File: config.mk
export PLATFORM = sky130hd
export DESIGN_NAME = button_conditioner
export DESIGN_NICKNAME = d
export VERILOG_FILES = /design/src/rtl/button_conditioner.sv
export SDC_FILE = /design/constraint.sdc
export NUM_CORES = 1
export LEC_CHECK = 0
export CORE_MARGIN = 5
export CORE_UTILIZATION = 54
export DETAILED_ROUTE_END_ITERATION = 10
export GPL_ROUTABILITY_DRIVEN = 0
export PLACE_DENSITY = 0.72
export SLEW_MARGIN = 20
export SYNTH_ARGS = -nofsm -noshare
export SYNTH_HDL_FRONTEND = slang
export SYNTH_SLANG_ARGS = --single-unit
File: constraint.sdc
create_clock -name clk -period 2.8 [get_ports clk]
set_input_delay 0.42 -clock clk [delete_from_list [all_inputs] [get_ports clk]]
set_output_delay 0.42 -clock clk [all_outputs]
set_load 0.02 [all_outputs]
File: src/rtl/button_conditioner.sv
// Debounces a raw active-low push-button into a clean level plus one-cycle press/release pulses.
// The accepted-release pulse is on port release_o because "release" is a reserved word.
// Optional feature: define AUTO_REPEAT_EN to re-issue press pulses while the button is held.
module button_conditioner #(
  parameter logic [15:0] DEBOUNCE_CYCLES = 16'd20000,
  parameter logic [23:0] REPEAT_DELAY    = 24'd5000000,
  parameter logic [23:0] REPEAT_RATE     = 24'd1000000
) (
  input  logic clk,
  input  logic rstN,
  input  logic btnN,
  output logic level,
  output logic press,
  output logic release_o
);

  localparam int CNT_W = $clog2(int'(DEBOUNCE_CYCLES) + 1);
  localparam logic [CNT_W-1:0] CNT_LAST = CNT_W'(DEBOUNCE_CYCLES - 16'd1);
  localparam logic [CNT_W-1:0] CNT_MAX  = {CNT_W{1'b1}};

  typedef enum logic [1:0] {
    IDLE         = 2'd0,
    PRESS_WAIT   = 2'd1,
    HELD         = 2'd2,
    RELEASE_WAIT = 2'd3
  } state_t;

  state_t           state_q, state_d;
  logic [CNT_W-1:0] cnt_q, cnt_d;
  logic             level_q, level_d;
  logic             press_q, press_d;
  logic             release_q, release_d;
  logic             btn_meta_q;
  logic             btn_s_q;

`ifdef AUTO_REPEAT_EN
  localparam logic [23:0] RPT_MAX = (REPEAT_DELAY > REPEAT_RATE) ? REPEAT_DELAY : REPEAT_RATE;
  localparam int RCNT_W = $clog2(int'(RPT_MAX) + 1);
  localparam logic [RCNT_W-1:0] DELAY_LAST = RCNT_W'(REPEAT_DELAY - 24'd1);
  localparam logic [RCNT_W-1:0] RATE_LAST  = RCNT_W'(REPEAT_RATE - 24'd1);
  localparam logic [RCNT_W-1:0] RCNT_MAX   = {RCNT_W{1'b1}};

  logic [RCNT_W-1:0] rcnt_q, rcnt_d;
  logic              rpt_later_q, rpt_later_d;
  logic [RCNT_W-1:0] rpt_thresh_s;

  assign rpt_thresh_s = rpt_later_q ? RATE_LAST : DELAY_LAST;
`endif

  // Two-flop synchroniser; resets to the released (high) level.
  always_ff @(posedge clk or negedge rstN) begin
    if (!rstN) begin
      btn_meta_q <= 1'b1;
      btn_s_q    <= 1'b1;
    end else begin
      btn_meta_q <= btnN;
      btn_s_q    <= btn_meta_q;
    end
  end

  // Debounce FSM next-state and registered-output logic.
  always_comb begin
    state_d   = state_q;
    cnt_d     = cnt_q;
    level_d   = level_q;
    press_d   = 1'b0;
    release_d = 1'b0;
`ifdef AUTO_REPEAT_EN
    rcnt_d      = rcnt_q;
    rpt_later_d = rpt_later_q;
`endif
    case (state_q)
      IDLE: begin
        if (!btn_s_q) begin
          state_d = PRESS_WAIT;
          cnt_d   = CNT_W'(1);
        end else begin
          cnt_d = '0;
        end
      end
      PRESS_WAIT: begin
        if (btn_s_q) begin
          state_d = IDLE;
          cnt_d   = '0;
        end else if (cnt_q == CNT_LAST) begin
          state_d = HELD;
          cnt_d   = '0;
          level_d = 1'b0;
          press_d = 1'b1;
`ifdef AUTO_REPEAT_EN
          rcnt_d      = '0;
          rpt_later_d = 1'b0;
`endif
        end else begin
          cnt_d = (cnt_q == CNT_MAX) ? cnt_q : cnt_q + CNT_W'(1);
        end
      end
      HELD: begin
        if (btn_s_q) begin
          state_d = RELEASE_WAIT;
          cnt_d   = CNT_W'(1);
        end else begin
          cnt_d = '0;
`ifdef AUTO_REPEAT_EN
          // First repeat waits REPEAT_DELAY, later ones REPEAT_RATE.
          if (rcnt_q == rpt_thresh_s) begin
            press_d     = 1'b1;
            rcnt_d      = '0;
            rpt_later_d = 1'b1;
          end else begin
            rcnt_d = (rcnt_q == RCNT_MAX) ? rcnt_q : rcnt_q + RCNT_W'(1);
          end
`endif
        end
      end
      RELEASE_WAIT: begin
        if (!btn_s_q) begin
          // Bounce back to HELD keeps the repeat timer running.
          state_d = HELD;
          cnt_d   = '0;
        end else if (cnt_q == CNT_LAST) begin
          state_d   = IDLE;
          cnt_d     = '0;
          level_d   = 1'b1;
          release_d = 1'b1;
`ifdef AUTO_REPEAT_EN
          rcnt_d      = '0;
          rpt_later_d = 1'b0;
`endif
        end else begin
          cnt_d = (cnt_q == CNT_MAX) ? cnt_q : cnt_q + CNT_W'(1);
        end
      end
      default: begin
        state_d = IDLE;
        cnt_d   = '0;
        level_d = 1'b1;
      end
    endcase
  end

  // FSM state, counters and output registers.
  always_ff @(posedge clk or negedge rstN) begin
    if (!rstN) begin
      state_q   <= IDLE;
      cnt_q     <= '0;
      level_q   <= 1'b1;
      press_q   <= 1'b0;
      release_q <= 1'b0;
    end else begin
      state_q   <= state_d;
      cnt_q     <= cnt_d;
      level_q   <= level_d;
      press_q   <= press_d;
      release_q <= release_d;
    end
  end

`ifdef AUTO_REPEAT_EN
  // Auto-repeat timer and first/later threshold flag.
  always_ff @(posedge clk or negedge rstN) begin
    if (!rstN) begin
      rcnt_q      <= '0;
      rpt_later_q <= 1'b0;
    end else begin
      rcnt_q      <= rcnt_d;
      rpt_later_q <= rpt_later_d;
    end
  end
`endif

  assign level     = level_q;
  assign press     = press_q;
  assign release_o = release_q;

endmodule
**Word level (Yosys, flattened, before mapping)**

Cells that the tools add are included.
W data, S select, Z words.

- Register bits: 22
- Word-level logic and storage cells: 49
- Input bits: 3

- Equal/unequal tests: 13
- Multiplexer cells: 24
- Add/sub/neg operators: 1
- Reductions and logical operators: 4

Operators by type and width:

| kind | number |
|---|---|
| $mux W15 | 4 |
| $pmux W15 S4 | 1 |
| $eq A15 B15 Y1 const B | 2 |
| $add A15 B1 Y15 const B | 1 |
| $mux W2 | 6 |
| $ne A2 B2 Y1 const B | 6 |
| $mux W1 | 11 |
| $pmux W2 S4 | 1 |
| $ne A3 B3 Y1 const B | 2 |
| $reduce_and A5 Y1 | 1 |
| $eq A2 B2 Y1 const B | 2 |
| $reduce_and A4 Y1 | 1 |
| $eq A2 B1 Y1 const B | 1 |
| $logic_not A2 Y1 | 1 |
| $pmux W1 S2 | 1 |
| $reduce_bool A2 Y1 | 1 |

**Longest topological paths before layout**

Gate-level depths: netlist of the first run.

- Depth after elaboration: 5
- Depth in mapped cells: 6
- Gate-level depth less buffers: 5

**Worst setup path after synthesis of the first run**

Ideal clock, no wire load.

- Path type: register to register
- Start: reg cnt_q[0]
- End: reg level_q, in the netlist level
- Arrival: 1536 ps
- Cell stages (with the launch flop): 6
- Setup slack: 1182 ps
- Cell sequence: dfrtp_1 > ha_1 > and4_4 > nand4b_4 > or2_4 > a211o_1

- Word-level cells in the longest chain between the ends: 3
- Elaborated cells between the ends (all ways): 4

RTL lines:

| element | RTL line | text |
|---|---|---|
| from (decl) | 29 | `logic [CNT_W-1:0] cnt_q, cnt_d;` |
| from (signal assigned) | 152 | `cnt_q <= cnt_d;` |
| $eq A15 B15 Y1 (*) | 85, 121 |  |
| $ne A2 B2 Y1 (no source line) | n/a |  |
| $reduce_and A5 Y1 (no source line) (*) | n/a |  |
| to (signal assigned) | 153 | `level_q <= level_d;` |
| to (decl) | 30 | `logic level_q, level_d;` |

Every way passes the cells marked *; elsewhere a longest branch is shown, timed or not.
A chain may end at the register's enable or synchronous reset.

**Final worst setup path of the first run**

- Start: reg cnt_q[0]
- End: reg cnt_q[12]

- Word-level cells in the longest chain between the ends: 5
- Elaborated cells between the ends (all ways): 8

RTL lines:

| element | RTL line | text |
|---|---|---|
| $add A15 B1 Y15 / $eq A15 B15 Y1 (equally long branches) | 95, 131 |  |
| $mux W15 | 95, 131 |  |
| $mux W15 (*) | 85, 121 |  |
| $mux W15, on equally long branches | 117, 82 |  |
| $pmux W15 S4 (*) | 72 | `case (state_q)` |
| via cnt_d[12] | 29 |  |

The timed path passes the listed nets; every way through them passes the cells marked *.

==> reports/results.md, run 1 <==
| Step | Result | This run |
| --- | --- | --- |
| worst setup path | Capturing element type of the critical path | flop |
| floorplanning | Die Area | 0.003149 mm2 |
| yosys | Fraction of registers with async set/reset | 100.0% |
| cts | Number of buffers inserted during clock tree synthesis | 3 |
| timing | Number of failing setup endpoints in the final timing report | 0 |
| cts | CTS tree | done |
| floorplanning | Die span in x | 56.12 um |
| timing | Setup TNS Final | 0 ps |
| cts | Number of buffers on the longest clock path | 2 |
| timing | Total count of max-transition violations in the final report | 0 |
| cts | Post-cts hold buffer count | 0 |
| timing | Slew at the pin closest to its max-slew limit | 473.6 ps |
| timing | Post-route clock period utilization | 68.48% |
| global routing | Number of antenna violations at the first check in global routing | 0 |
| yosys | Warnings from Yosys | 0 |
| cts | Clock-pin slew on the worst setup and hold paths | 130 ps |
| yosys | Gate count after technology mapping | 108 |
| floorplanning | Effective utilization at floorplan | 57.38% |
| yosys | Post-synthesis sequential element count | 22 |
| worst setup path | CP required | 3000 ps |
| cts | Insertion delay of the later-clocked pin in the worst-skew pair | 310 ps |
| global routing | Global-route usage over all layers | 13.73% |
| floorplanning | Core region area | 0.002002 mm2 |
| yosys | Most frequently used flop master after synthesis | dfrtp_1 |
| global routing | Vias in the first global route | 822 |
| yosys | Synth Net Count | 112 |
| outcome | Result of the run | finished, final reports clean |
| yosys | Mean cell area of the mapped netlist | 10.64 um2 |
| cts | Number of clock sinks seen by CTS | 22 |
| min path | Hold crit path type | flop to flop |
| power | Reported leakage power | 0.4954 nW |
| drt | Total routed wirelength | 2050 um |
| global routing | Grt total ovfl | 0 |
| timing | Clock skew | 15.03 ps |
| cts | H-tree Lvls | 1 |
| drt | Vias | 876 |
| cts | # resized after CTS | 0 |
| drt | Via density | 6.126 |
| layout | Sequential cell area | 554.3 um2 |
| power | Power density over the cells | 462.7 mW/mm2 |
| yosys | Netlist area before placement | 0.001149 mm2 |
| layout | Layout overhead on the synthesized area | 11.76% |
| floorplanning | I/O pin total | 6 |
| floorplanning | Number of placement rows | 16 |
| global routing | Maximum number of pins on one net before global-route repair | 23 |
| yosys | Number of flops mapped to enable cells by yosys | 0 |
| timing | Maximum achievable frequency | 521.5 MHz |
| yosys | Sequential area share after synthesis | 48.26% |
| timing | RSZ-0062 raised after global routing | false |
| drt | Avg WL per Cell | 14.34 um |
| drt | Count of routing violations after the opening detailed-route iteration | 13 |
| cts | Root buffer cell | clkbuf_4 |
| layout | Net count, final | 121 |
| cts | Post-CTS Setup Bufs | 0 |
| worst setup path | Type of the worst setup path | flop to flop |
| drt | Detail Route Antenna Nets | 0 |
| layout | Share of post-route cells with drive strength above 1 | 15.52% |
| placed design | DP HPWL | 1517 um |
| timing | Worst slew margin relative to its limit | 68.35% |
| floorplanning | Die height | 56.12 um |
| timing | Final Critical Period | 1917 ps |
| worst setup path | Data arrival time of the critical path | 2120 ps |
| power | Post-layout power | 0.5940 mW |
| drt | Total DRC errors in the routed layout | 0 |
| flow run | Number of max-cap violations | 0 |
| drt | Detailed Routing Iterations Pass 1 | 4 |
| layout | Area of the multi-input gates | 570.5 um2 |
| yosys | Number of different library cells in the post-synthesis netlist | 45 |
| layout | Diode insertion count for antenna repair | 0 |
| placed design | Count of input and output buffers | 5 |
| layout | Fill cells | 168 |
| worst setup path | Top fanout value on the critical path | 13 |
| global routing | First-pass GRT wire length | 3470 um |
| timing | Final Hold Vio Count | 0 |
| worst setup path | Kind of start point of the critical path | flop |
| power | Peak VDD IR | 0.0003721 V |
-- Yosys cell counts, types with 2 or more instances --
cell type  instances  area [um2]
dfstp_2            3       78.83
nand4_1            2       12.51
o31ai_1            2       15.01
nor3b_1            2       15.01
xor2_1             3       26.28
nor4_1             2       12.51
mux2i_1            3       30.03
or3_1              2       12.51
nor3_1             4       20.02
nor2b_1            2       12.51
inv_1              2       7.510
o311ai_0           2       17.52
nand3b_1           2       15.01
nor2_1             9       33.78
o21ai_0            3       15.01
a21oi_1            4       20.02
nand3_1            7       35.03
nand2_1            7       26.28
or4_1              2       15.01
dfrtp_1           19       475.5
o2111ai_1          2       17.52
-- stage by stage --
stage	util, %	hold slack, ps	setup slack (ps)	instances	cell area, um2
final	64.13	368.5	882.5	143	1284
after global routing	64.13	375.4	759.9	143	1284
after CTS	64.13	370.0	893.7	143	1284
after detailed placement	61.50	351.4	922.7	139	1231
after global placement	61.50	350.2	1020	139	1231
after floorplan	-	124.4	1182	108	1149
-- layout make-up --
type	instances	area share [%]
Sequential cell	22	43.18
Clock buffer	3	1.754
Timing Repair Buffer	7	5.068
Tap cell	27	2.632
Clock inverter	1	2.339
Multi-Input combinational cell	81	44.44
Inverter	2	0.5848
-- worst paths after layout --
kind	start	endpoint	slack [ps]	depth (start not counted)
min in group asynchronous	rstN	cnt_q[11]	440	2
max in group asynchronous	rstN	btn_meta_q	2090	2
worst min register to register	btn_meta_q	btn_s_q	370	0
worst min-delay path	btn_meta_q	btn_s_q	370	0
worst max register to register	cnt_q[0]	cnt_q[12]	880	5
worst max-delay path	cnt_q[0]	cnt_q[12]	880	5
-- logic make-up (layout without fill, tap and decap cells) --
| kind of cell | after synthesis | after routing | synth area share, % |
|---|---|---|---|
| AND/OR/NAND/NOR | 53 | 53 | 30.50 |
| XOR/XNOR | 4 | 4 | 3.051 |
| flip-flops | 22 | 22 | 48.26 |
| adder cells (fa/ha/maj) | 1 | 1 | 1.089 |
| multiplexers | 3 | 3 | 2.614 |
| buffers and inverters | 5 | 13 | 2.069 |
| AO/OA/AOI/OAI | 20 | 20 | 12.42 |
-- layout by cell type, fill, tap and decap left out, types with 3 or more instances in the layout --
master           synthesis  final
a21oi_1                  4      4
nand2_1                  7      7
mux2i_1                  3      3
nor2_1                   9      9
nand3_1                  7      7
clkdlybuf4s50_1          0      5
xor2_1                   3      3
dfstp_2                  3      3
o21ai_0                  3      3
dfrtp_1                 19     19
clkbuf_4                 0      3
nor3_1                   4      4
-- layer usage --
layer	up-vias	global-route usage (%)	share of wire, %
li1	429	-	-
met1	431	18.34	48
met2	14	21.87	48
met3	2	3.016	3.4
met4	0	4.746	0.59
met5	-	0	0
-- sequential cells by signal (all words and copies together) (netlist names), named ones only --
register,flops
release_o,1
level,1
btn_meta_q,1
state_q,1
press,1
btn_s_q,1
cnt_q,15
-- report_power, final --
group	internal, mW	switching [mW]
Sequential	0.324	0.00499
Clock	0.145	0.0961
Combinational	0.00964	0.0151
-- critical path: stages (launching register included) --
cell and delay (ps):
dfrtp_1 440, ha_1 270, and4_4 230, nand4b_4 130, nand2_1 310, o41ai_1 440
(Power assumes the default switching activity.)
==> run 2: changes to the inputs <==
Settings changed: CORE_UTILIZATION 54 to 52.
Clock period 2.8 ns to 1.6 ns, I/O delays scaled along.
==> reports/results.md, run 2 (synthesis results as in run 1) <==
| Step | Result | This run | Change |
| --- | --- | --- | --- |
| outcome | Result of the run | complete, but fails checks |  |
| outcome | Violations in the final reports | setup timing |  |
| cts | CTS tree | done |  |
| worst setup path | Largest stage delay, worst path | 440 ps | about the same |
| global routing | Maximum number of pins on one net before global-route repair | 23 | unchanged |
| global routing | Grt total ovfl | 0 | unchanged |
| timing | Slew at the pin closest to its max-slew limit | 390.3 ps | -83.34 ps |
| flow run | Number of max-cap violations | 0 | unchanged |
| worst setup path | Capturing element type of the critical path | flop |  |
| floorplanning | Number of placement rows | 17 | +1 |
| worst setup path | Critical path's slowest cell | dfrtp_2 |  |
| floorplanning | Effective utilization at floorplan | 52.94% | -4.4 points |
| floorplanning | Die Area | 0.003249 mm2 | +3.2% |
| layout | Top reg by flops | cnt_q |  |
| cts | Clock-pin slew on the worst setup and hold paths | 120 ps | about the same |
| floorplanning | Core region area | 0.002170 mm2 | +8.4% |
| global routing | Global-route usage over all layers | 15.39% | +1.7 points |
| cts | Insertion delay of the later-clocked pin in the worst-skew pair | 310 ps | about the same |
| cts | Number of buffers on the longest clock path | 2 | unchanged |
| layout | Most frequent cells in the layout | 16 x buf_4, 14 x dfrtp_1, 9 x nor2_1 |  |
| layout | Share of post-route cells with drive strength above 1 | 41.67% | +26 points |
| placed design | DP HPWL | 1698 um | +12% |
| power | Reported leakage power | 0.6149 nW | +24% |
| worst setup path | Kind of start point of the critical path | flop |  |
| timing | Total count of max-transition violations in the final report | 0 | unchanged |
| cts | H-tree Lvls | 1 | unchanged |
| timing | Number of failing setup endpoints in the final timing report | 2 | +2 |
| layout | Net count, final | 137 | +13% |
| layout | Flip-flop count of the largest register after layout | 15 | unchanged |
| power | Peak VDD IR | 0.0005084 V | +37% |
| timing | Clock skew | 3.022 ps | -12.00 ps |
| floorplanning | Die height | 57 um | +1.6% |
| worst setup path | Series of cell instances along the critical path | nand4_1, nor4_4, buf_6, mux2i_1, nor2_1 |  |
| timing | Setup TNS Final | -31.17 ps | -31.17 ps |
| global routing | Vias in the first global route | 935 | +14% |
| timing | Worst-case hold slack | 266.1 ps | -102.4 ps |
| cts | Root buffer cell | clkbuf_4 |  |
| timing | Post-route clock period utilization | 101.2% | +33 points |
| cts | Number of buffers inserted during clock tree synthesis | 3 | unchanged |
| layout | Commonest non-fill, non-tap cell in the layout | buf_4 |  |
| placed design | Count of input and output buffers | 5 | unchanged |
| worst setup path | CP required | 1810 ps | -1190 ps |
| drt | Total routed wirelength | 2566 um | +25% |
| worst setup path | Data arrival time of the critical path | 1830 ps | -290 ps |
| floorplanning | I/O pin total | 6 | unchanged |
| global routing | Number of antenna violations at the first check in global routing | 0 | unchanged |
| drt | Total DRC errors in the routed layout | 0 | unchanged |
| drt | Detailed Routing Iterations Pass 1 | 4 | unchanged |
| power | Post-layout power | 0.9037 mW | +52% |
| worst setup path | Top fanout value on the critical path | 6 | -7 |
| worst setup path | Type of the worst setup path | flop to flop |  |
| timing | Setup slack after layout | -19.20 ps | -901.7 ps |
| timing | Final Hold Vio Count | 0 | unchanged |
| cts | Number of clock sinks seen by CTS | 22 | unchanged |
| timing | Maximum achievable frequency | 617.6 MHz | +18% |
| global routing | First-pass GRT wire length | 3919 um | +13% |
| timing | RSZ-0062 raised after global routing | true |  |
| layout | Diode insertion count for antenna repair | 0 | unchanged |
| min path | Hold crit path type | input port to async pin |  |
| floorplanning | Die span in x | 57 um | +1.6% |
| drt | Vias | 958 | +9.4% |
| drt | Via density | 5.988 | -2.3% |
| timing | Final Critical Period | 1619 ps | -298.3 ps |
| drt | Avg WL per Cell | 16.04 um | +12% |
| timing | Worst slew margin relative to its limit | 73.65% | +5.3 points |
| layout | Layout overhead on the synthesized area | 33.33% |  |
| power | Power density over the cells | 590.1 mW/mm2 | +28% |
| drt | Detail Route Antenna Nets | 0 | unchanged |
| drt | Count of routing violations after the opening detailed-route iteration | 15 | +2 |
## run 2: cell count changes in the layout (fill, tap and decap cells not counted), moves of 2 or more
cell,delta
nor3_1,-2
a21oi_2,+2
dfrtp_2,+5
a21oi_1,-2
dfrtp_1,-5
buf_4,+14
o2111ai_4,+2
buf_6,+2
nor3_2,+2
o2111ai_1,-2
o21ai_2,+2
## run 2: path summary, 6_finish.rpt
check | startpoint | endpoint | slack, ps | depth (start not counted)
worst max-delay path | cnt_q[8] | cnt_q[1] | -20 | 5
worst min-delay path | rstN | cnt_q[6] | 270 | 2
worst max register to register | cnt_q[8] | cnt_q[1] | -20 | 5
worst min register to register | btn_meta_q | btn_s_q | 370 | 0
max in group asynchronous | rstN | level | 1060 | 2
min in group clk | btnN | btn_meta_q | 320 | 1
## run 2: final cells by class
type	count	area, um2
clock buffers	4	26.28
repair buffers	23	191.4
multi-input cells	81	710.7
flip-flops and latches	22	560.5
well taps	28	35.03
fillers	168	638.1
inverters	2	7.507
## run 2: worst max-delay path: cells and delay by family, from the launching register on
kind	cells	cell delay (ps)
buffers and inverters	1	180
and+or+nand+nor	3	710
DFF	1	440
muxes	1	190
## run 2: repair_timing
action,CTS,global route
setup buffers,2,1
setup endpoints to repair,14,17
gates resized for setup,4,29
cloned,0,1
pin swaps,4,15
hold buffers,0,0
## run 2: report_power, final
group	leakage, nW	total, mW	internal [mW]	switching [mW]
sequential	0.284	0.577	0.566	0.0104
clock	0.0150	0.263	0.0974	0.165
combinational	0.316	0.0646	0.0301	0.0345
## run 2: metal layers
metal	GRT usage [%]	vias up	routed length [um]
met3	2.262	6	66
met4	10.60	0	53
met2	25.29	19	1333
met1	18.48	471	1113
met5	0	-	0
li1	-	462	-
## run 2: through the flow
step,worst slack (ps),instance area [um2],instances,util (%)
finish,-19.20,1531,160,70.59
global placement,25.45,1333,153,61.42
CTS,-26.99,1381,159,63.67
detailed placement,-64.62,1333,153,61.42
global route,-115.5,1531,160,70.59
floorplan,1.590,1151,108,-
==> run 3: changes to the inputs <==
Settings changed: CORE_MARGIN 5 to 3, CORE_UTILIZATION 52 to 54, CTS_BUF_LIST from default to sky130_fd_sc_hd__clkbuf_4 sky130_fd_sc_hd__clkbuf_8, PLACE_DENSITY 0.72 to 0.75.
==> reports/results.md, run 3 (synthesis results as in run 1) <==
| Step | Result | This run | Change |
| --- | --- | --- | --- |
| placed design | Count of input and output buffers | 5 | unchanged |
| timing | Setup TNS Final | -525.3 ps | -494.1 ps |
| layout | Diode insertion count for antenna repair | 0 | unchanged |
| layout | Commonest non-fill, non-tap cell in the layout | dfrtp_1 |  |
| global routing | Maximum number of pins on one net before global-route repair | 23 | unchanged |
| worst setup path | Slack of the worst reg-to-reg path | -100 ps | -80 ps |
| timing | Number of failing setup endpoints in the final timing report | 10 | +8 |
| timing | Total count of max-transition violations in the final report | 0 | unchanged |
| drt | Total routed wirelength | 2602 um | +1.4% |
| drt | Avg WL per Cell | 16.47 um | +2.7% |
| layout | Post-layout utilization of the core | 76.70% | +6.1 points |
| power | Peak VDD IR | 0.0006398 V | +26% |
| drt | Detail Route Antenna Nets | 0 | unchanged |
| floorplanning | Die height | 52.12 um | -8.6% |
| timing | Worst-case hold slack | 258.3 ps | -7.782 ps |
| drt | Via density | 6.234 | +4.1% |
| global routing | Vias in the first global route | 910 | -2.7% |
| worst setup path | Depth of the most critical reg-to-reg path | 5 | unchanged |
| floorplanning | Number of placement rows | 16 | -1 |
| timing | Clock skew | 5.753 ps | +2.731 ps |
| layout | Most frequent cells in the layout | 18 x dfrtp_1, 16 x buf_4, 9 x nor2_1 |  |
| worst setup path | Largest stage delay, worst path | 520 ps | +80 ps |
| floorplanning | I/O pin total | 6 | unchanged |
| power | Power density over the cells | 697.5 mW/mm2 | +18% |
| floorplanning | Effective utilization at floorplan | 57.95% | +5.0 points |
| timing | Final Critical Period | 1696 ps | +77.27 ps |
| drt | Count of routing violations after the opening detailed-route iteration | 19 | +4 |
| worst setup path | Kind of start point of the critical path | flop |  |
| worst setup path | Series of cell instances along the critical path | nand4_1, nor4_4, buf_6, mux2i_1, nor2_1 |  |
| drt | Detailed Routing Iterations Pass 1 | 4 | unchanged |
| global routing | Global-route usage over all layers | 20.07% | +4.7 points |
| layout | Flip-flop count of the largest register after layout | 15 | unchanged |
| layout | Top reg by flops | cnt_q |  |
| floorplanning | Core region area | 0.001982 mm2 | -8.7% |
| drt | Total DRC errors in the routed layout | 0 | unchanged |
| layout | Layout overhead on the synthesized area | 32.35% |  |
| outcome | Violations in the final reports | setup timing |  |
| worst setup path | Top fanout value on the critical path | 6 | unchanged |
| cts | CTS tree | done |  |
| worst setup path | Type of the worst setup path | flop to flop |  |
| global routing | Grt total ovfl | 0 | unchanged |
| cts | Insertion delay of the later-clocked pin in the worst-skew pair | 300 ps | about the same |
| drt | Vias | 985 | +2.8% |
| timing | Maximum achievable frequency | 589.5 MHz | -4.6% |
| timing | Worst slew margin relative to its limit | 70.31% | -3.3 points |
| worst setup path | CP required | 1810 ps | about the same |
| global routing | Number of antenna violations at the first check in global routing | 0 | unchanged |
| timing | RSZ-0062 raised after global routing | true |  |
| cts | H-tree Lvls | 1 | unchanged |
| worst setup path | Top delay family on crit path | simple AND/OR/NAND/NOR gates |  |
| cts | Number of buffers on the longest clock path | 2 | unchanged |
| timing | Setup slack after layout | -96.47 ps | -77.27 ps |
| cts | Number of buffers inserted during clock tree synthesis | 3 | unchanged |
| layout | Share of post-route cells with drive strength above 1 | 37.40% | -4.3 points |
| floorplanning | Die span in x | 52.12 um | -8.6% |
| placed design | Worst Setup Slack post-DPL | -30.46 ps | +34.16 ps |
| power | Reported leakage power | 0.6066 nW | -1.4% |
| timing | Post-route clock period utilization | 106.0% | +4.8 points |
| global routing | First-pass GRT wire length | 4043 um | +3.2% |
| timing | Final Hold Vio Count | 0 | unchanged |
| worst setup path | Capturing element type of the critical path | flop |  |
| timing | Slew at the pin closest to its max-slew limit | 442.0 ps | +51.72 ps |
| worst setup path | Critical path's slowest cell | dfrtp_1 |  |
| worst setup path | Data arrival time of the critical path | 1910 ps | +80 ps |
| cts | Clock-pin slew on the worst setup and hold paths | 130 ps | about the same |
| worst setup path | End of the worst register-to-register path | cnt_q[1] |  |
| cts | Root buffer cell | clkbuf_4 |  |
| worst setup path | Buf+Inv Stages, Crit Path | 1 | unchanged |
| floorplanning | Die Area | 0.002716 mm2 | -16% |
| worst setup path | Reg-to-Reg Start | cnt_q[12] |  |
| min path | Hold crit path type | input port to async pin |  |
| outcome | Result of the run | complete, but fails checks |  |
| layout | Net count, final | 136 | -0.73% |
| placed design | DP HPWL | 1651 um | -2.8% |
| cts | Number of clock sinks seen by CTS | 22 | unchanged |
| flow run | Number of max-cap violations | 0 | unchanged |
-- run 3: worst max path at each step --
stage                   start  endpoint  slack (ps)  depth (start not counted)
floorplan            cnt_q[0]     level           2                          5
global placement     cnt_q[0]     level          20                          5
detailed placement   cnt_q[0]  cnt_q[0]         -30                          6
CTS                  cnt_q[0]     level          -8                          5
global route        cnt_q[12]  cnt_q[2]        -190                          5
finish              cnt_q[12]  cnt_q[1]        -100                          5
-- run 3: metrics by stage --
step / power, mW / area, um2 / cells
2_1_floorplan: 0.6078 / 1151 / 108
3_3_place_gp: 0.6384 / 1324 / 151
3_5_place_dp: 0.6407 / 1324 / 151
4_1_cts: 1.069 / 1405 / 155
5_1_grt: 1.108 / 1520 / 158
6_report: 1.060 / 1520 / 158
-- run 3: what timing repair did --
| item | 4_1_cts | 5_1_grt |
|---|---|---|
| setup endpoints to repair | 8 | 17 |
| resized for setup | 5 | 21 |
| setup buffers | 0 | 2 |
| gates cloned | 0 | 1 |
| pin swaps | 4 | 7 |
| hold buffers | 0 | 0 |
-- run 3: final cells by class --
cell class,instances,area [um2]
multi-input cells,81,690.7
fillers,108,461.7
well taps,27,33.78
clock buffers,3,22.52
flip-flops and latches,22,555.5
repair buffers,22,180.2
inverters,2,7.507
clock inverters,1,30.03
-- run 3: power breakdown --
part | internal, mW | switching (mW) | leakage [nW]
logic | 0.0291 | 0.0315 | 0.288
clock network | 0.253 | 0.169 | 0.0279
registers | 0.567 | 0.0108 | 0.291
-- run 3: layer usage --
metal  part of all wire, %  global-route usage [%]  up-vias
met4                   1.8                   10.04        0
met1                    44                   24.77      478
met2                    50                   33.89       39
met5                     0                       0        -
met3                   4.8                   2.865        6
li1                      -                       -      462
-- run 3: worst register-to-register path: stages, from the launching register on --
cell and delay [ps]:
dfrtp_1 520, nand4_1 290, nor4_4 360, buf_6 190, mux2i_1 190, nor2_1 50
==> variant 1 (config.mk and constraints of run 1) <==
The option `AUTO_REPEAT_EN` is turned on by a define.
--- a/src/rtl/button_conditioner.sv
+++ b/src/rtl/button_conditioner.sv
@@ -1,6 +1,8 @@
 // Debounces a raw active-low push-button into a clean level plus one-cycle press/release pulses.
 // The accepted-release pulse is on port release_o because "release" is a reserved word.
 // Optional feature: define AUTO_REPEAT_EN to re-issue press pulses while the button is held.
+`define AUTO_REPEAT_EN
+
 module button_conditioner #(
   parameter logic [15:0] DEBOUNCE_CYCLES = 16'd20000,
   parameter logic [23:0] REPEAT_DELAY    = 24'd5000000,
Behaviour: no difference found for any inputs over 10 cycles, from zero or initial values and one cycle with rstN low; that may be too few to reach the edited logic, so the function may still have changed.
==> variant 1 against run 1 <==
- routed wire length rose to 2.9 times the old value
- cell area up 140%
- maximum frequency down 27%
- synthesized area up 140%
- global-route usage up 6.8 points
- power rose to 3.0 times the old value
- utilization down 4.0 points
- worst hold slack worse by 0.26 ns
- worst setup slack worse by 0.69 ns
- sequential cell count up 24
- synthesized cell count rose to 2.8 times the old value
- via count rose to 2.7 times the old value
- critical path type unchanged
- critical endpoint is now rcnt_q[22]
- largest power group unchanged
==> variant 1: results (changes against run 1) <==
metric;value;unit;change
async_flop_share;100;%;unchanged
nFillCells;443;;was 168
status;finished clean;;unchanged
vias_per_cell;6.18;;was 6.13
io_buffers;5;;unchanged
fin_nets;323;;was 121
crit_slowest_cell;or4_4;;was dfrtp_1
track_usage;20.6;%;was 13.7%
root_buffer;clkbuf_8;;was clkbuf_4
slowest_delay;0.55;ns;was 0.44 ns
synth_area_leaders;dfrtp_1, nand4_1, nor2_1, xnor2_1, nand3_1;;was dfrtp_1, dfstp_2, nand3_1, nor2_1, mux2i_1
wl_per_cell;15.6;µm;was 14.3 µm
grt_max_degree;47;;was 23
drive_gt1_share;12.7;%;was 15.5%
pre_cts_slack;0.132;ns;was 0.923 ns
place_area;0.00295;mm²;was 0.00123 mm²
htreeDepth;2;;was 1
hold_class;in -> async;;was reg -> reg
switchingPower;0.640;mW;was 0.116 mW
grt_pass1_wl;10600;µm;was 3470 µm
syn-num-nets;310;;was 112
cp.arrival;2.83;ns;was 2.12 ns
synth_common_cells;dfrtp_1, nor2_1, nand2_1;;was dfrtp_1, nor2_1, nand2_1, nand3_1
leakagePower;1.18;nW;was 0.495 nW
ir_worst_vdd;0.000302;V;was 0.000372 V
rr_worst_depth;6;;was 5
==> variant 1: cell types whose count changed in the layout (fill, tap and decap cells not counted), moves of 8 or more <==
| cell | delta |
|---|---|
| a211oi_1 | +10 |
| buf_4 | +16 |
| dfrtp_1 | +24 |
| inv_1 | +10 |
| nand2_1 | +12 |
| nand3_1 | +10 |
| nand4_1 | +16 |
| nor2_1 | +18 |
| o21ai_0 | +8 |
| xnor2_1 | +10 |
==> variant 1: final cells by class <==
cell class / count / share of cell area [%]
inverter: 12 / 1.49
sequential: 46 / 38.1
timing repair buffer: 22 / 5.78
clock buffer: 7 / 2.52
multi-input combinational: 227 / 49.3
tap: 70 / 2.89
==> variant 1: power by group through the flow <==
stage	combinational, mW	clock (mW)	sequential, mW
after floorplan	0.477	0	0.763
after global placement	0.608	0	0.779
after detailed placement	0.613	0	0.781
after CTS	0.616	0.396	0.769
after global routing	0.688	0.427	0.777
final	0.614	0.379	0.770
==> variant 1: metal layers <==
metal	global-route usage (%)	vias to the layer above	part of all wire (%)
met3	3.51	10	4.1
met2	32.7	49	47
met5	0	-	0
met4	8.31	0	1.7
met1	27.9	1150	47
li1	-	1164	-
==> variant 1: repair_timing <==
action,4_1_cts,5_1_grt
resized for setup,0,1
hold endpoints to repair,0,0
endpoints found under the setup margin,0,2
==> variant 1: final timing paths <==
kind	startpoint	endpoint	slack [ns]
min reg2reg	btn_meta_q	btn_s_q	0.36
max in group asynchronous	rstN	rcnt_q[8]	2.29
max reg2reg	cnt_q[5]	rcnt_q[22]	0.19
min	rstN	cnt_q[14]	0.10
min in group clk	btn_meta_q	btn_s_q	0.36
max	cnt_q[5]	rcnt_q[22]	0.19
==> variant 1: metrics by stage <==
stage	cells	util, %	total power [mW]
floorplan	301	-	1.24
global placement	377	58.6	1.39
detailed placement	377	58.6	1.39
CTS	384	60.1	1.78
global route	384	60.1	1.89
finish	384	60.1	1.76
==> variant 1: cells by family (layout without fill, tap and decap cells) <==
logic type               count (synthesis)  count (layout)  synth area share, %
AO/OA/AOI/OAI                           66              66                 17.1
adder cells (fa/ha/maj)                  6               6                 2.71
XOR/XNOR                                11              11                 3.48
AND/OR/NAND/NOR                        139             139                 28.6
flip-flops                              46              46                 41.7
multiplexers                             5               5                 1.81
buffers and inverters                   28              41                 4.52
==> variant 1: worst max-delay path: cells and delay by family (launching register included) <==
kind,cells,cell delay [ns]
buffers and inverters,1,0.21
DFF,1,0.38
and+or+nand+nor,3,1.28
AOI/OAI and AO/OA,2,0.66
==> variant 2 (flow settings as in run 1) <==
Made on the original files. Re-encode `state_t` (4 states) as one-hot, 4 bits wide.
--- a/src/rtl/button_conditioner.sv
+++ b/src/rtl/button_conditioner.sv
@@ -18,11 +18,11 @@
   localparam logic [CNT_W-1:0] CNT_LAST = CNT_W'(DEBOUNCE_CYCLES - 16'd1);
   localparam logic [CNT_W-1:0] CNT_MAX  = {CNT_W{1'b1}};
 
-  typedef enum logic [1:0] {
-    IDLE         = 2'd0,
-    PRESS_WAIT   = 2'd1,
-    HELD         = 2'd2,
-    RELEASE_WAIT = 2'd3
+  typedef enum logic [3:0] {
+    IDLE         = 4'b0001,
+    PRESS_WAIT   = 4'b0010,
+    HELD         = 4'b0100,
+    RELEASE_WAIT = 4'b1000
   } state_t;
 
   state_t           state_q, state_d;
Check against the original RTL: no difference found for any inputs over 10 cycles, from zero or initial values and one cycle with rstN low; not proved beyond that.
==> variant 2 against run 1 <==
- utilization shrank 3.4 points
- global-route usage is 1.4 points higher
- worst setup slack got worse by 0.21 ns
- sequential cell count rose by 2
- sequential share of layout area rose by 1.9 points
- non-clock buffer count is 1 lower
- count of clock-buffer cells in the layout rose by 1
- critical path depth stayed put
- synthesized area is 8.8% higher
- cell area increased by 4.7%
- routed wire length increased by 14%
- highest routed layer unchanged
Power is not compared: it rests on default switching activity, and its combinational part moved more than twofold at a synthesized area within 25%.
==> variant 2: results (changes against run 1) <==
metric;value;unit;change
antenna_found_initial;0;;unchanged
status;finished clean;;unchanged
root_buffer;clkbuf_4;;unchanged
tightest_slew;0.572;ns;was 0.474 ns
power;0.618;mW;
synth_area_leaders;dfrtp_1, dfstp_2, nor2_1, xor2_1, nand2_1;;was dfrtp_1, dfstp_2, nand3_1, nor2_1, mux2i_1
synthXorXnorAreaFrac;7.01;%;was 3.05%
drt_iter0_drc;17;;was 13
wl_met2;1010;µm;was 974 µm
synth.distinct_cells;36;;was 45
antenna_cells;0;;unchanged
syn_avg_cell_area;9.26;µm²;was 10.6 µm²
cp.arrival;2.35;ns;was 2.12 ns
crit_slowest_cell;nand3_1;;was dfrtp_1
switchingPower;0.153;mW;
drive_gt1_share;8.70;%;was 15.5%
cts_buffers;3;;unchanged
path_max_fanout;15;;was 13
fin_nets;143;;was 121
postCtsSetupRepairBufs;0;;unchanged
place_area;0.00131;mm²;was 0.00123 mm²
synthAdderAreaFrac;1.00;%;was 1.09%
yosysSeqAreaShare;48.4;%;was 48.3%
slowest_delay;0.48;ns;was 0.44 ns
synth-compound-area-share;13.0;%;was 12.4%
grt_max_degree;25;;was 23
pre_cts_slack;0.679;ns;was 0.923 ns
clkSlewWorstSetupHoldPaths;0.13;ns;about the same
grt_pass1_wl;3960;µm;was 3470 µm
use_met1;20.8;%;was 18.3%
first_global_vias;873;;was 822
use_met3;6.01;%;was 3.02%
track_usage;15.2;%;was 13.7%
leakagePower;0.514;nW;
place_inst;162;;was 139
synth_common_cells;nor2_1, dfrtp_1, nand2_1;;was dfrtp_1, nor2_1, nand2_1, nand3_1
dr_wl_met3;132;µm;was 70 µm
ys.warnings.count;0;;unchanged
skew;0.00225;ns;was 0.0150 ns
dp_hpwl;1590;µm;was 1520 µm
highest_layer;met4;;unchanged
async_flop_share;100;%;unchanged
synthMuxAreaShare;0;%;was 2.61%
wl_met1;1170;µm;was 993 µm
ir_worst_vdd;0.000465;V;
instances_no_fill;166;;was 143
vias_per_cell;5.80;;was 6.13
io_buffers;5;;unchanged
top_regs;cnt_q: 15 flops, state_q: 4 flops;;
use_met2;22.7;%;was 21.9%
htreeDepth;1;;unchanged
hold_class;reg -> reg;;unchanged
critPathTopFamily;simple AND/OR/NAND/NOR gates;;unchanged
routed_wl;2340;µm;was 2050 µm
first_pass_iters;4;;unchanged
variant 2: changes by cell type in the layout (fill, tap and decap cells not counted), moves of 3 or more:
cell,before,now
xor2_1,3,6
nand2b_1,0,4
a21oi_1,4,7
mux2i_1,3,0
a31oi_1,1,4
xnor2_1,1,4
nand2_1,7,10
nand4_1,2,5
nor2_1,9,22
variant 2: final cells by class:
type | count | area [µm²]
fill | 201 | 868
sequential | 24 | 606
multi-input combinational | 103 | 606
timing repair buffer | 6 | 57.6
clock buffer | 4 | 36.3
tap | 28 | 35.0
inverter | 1 | 3.75
variant 2: path summary, 6_finish.rpt:
path,start,end,slack (ns),cells past startpoint
max,cnt_q[0],cnt_q[4],0.67,5
min,btn_meta_q,btn_s_q,0.37,0
max reg2reg,cnt_q[0],cnt_q[4],0.67,5
min reg2reg,btn_meta_q,btn_s_q,0.37,0
max in group asynchronous,rstN,level,2.08,2
min in group asynchronous,rstN,state_q[1],0.44,2
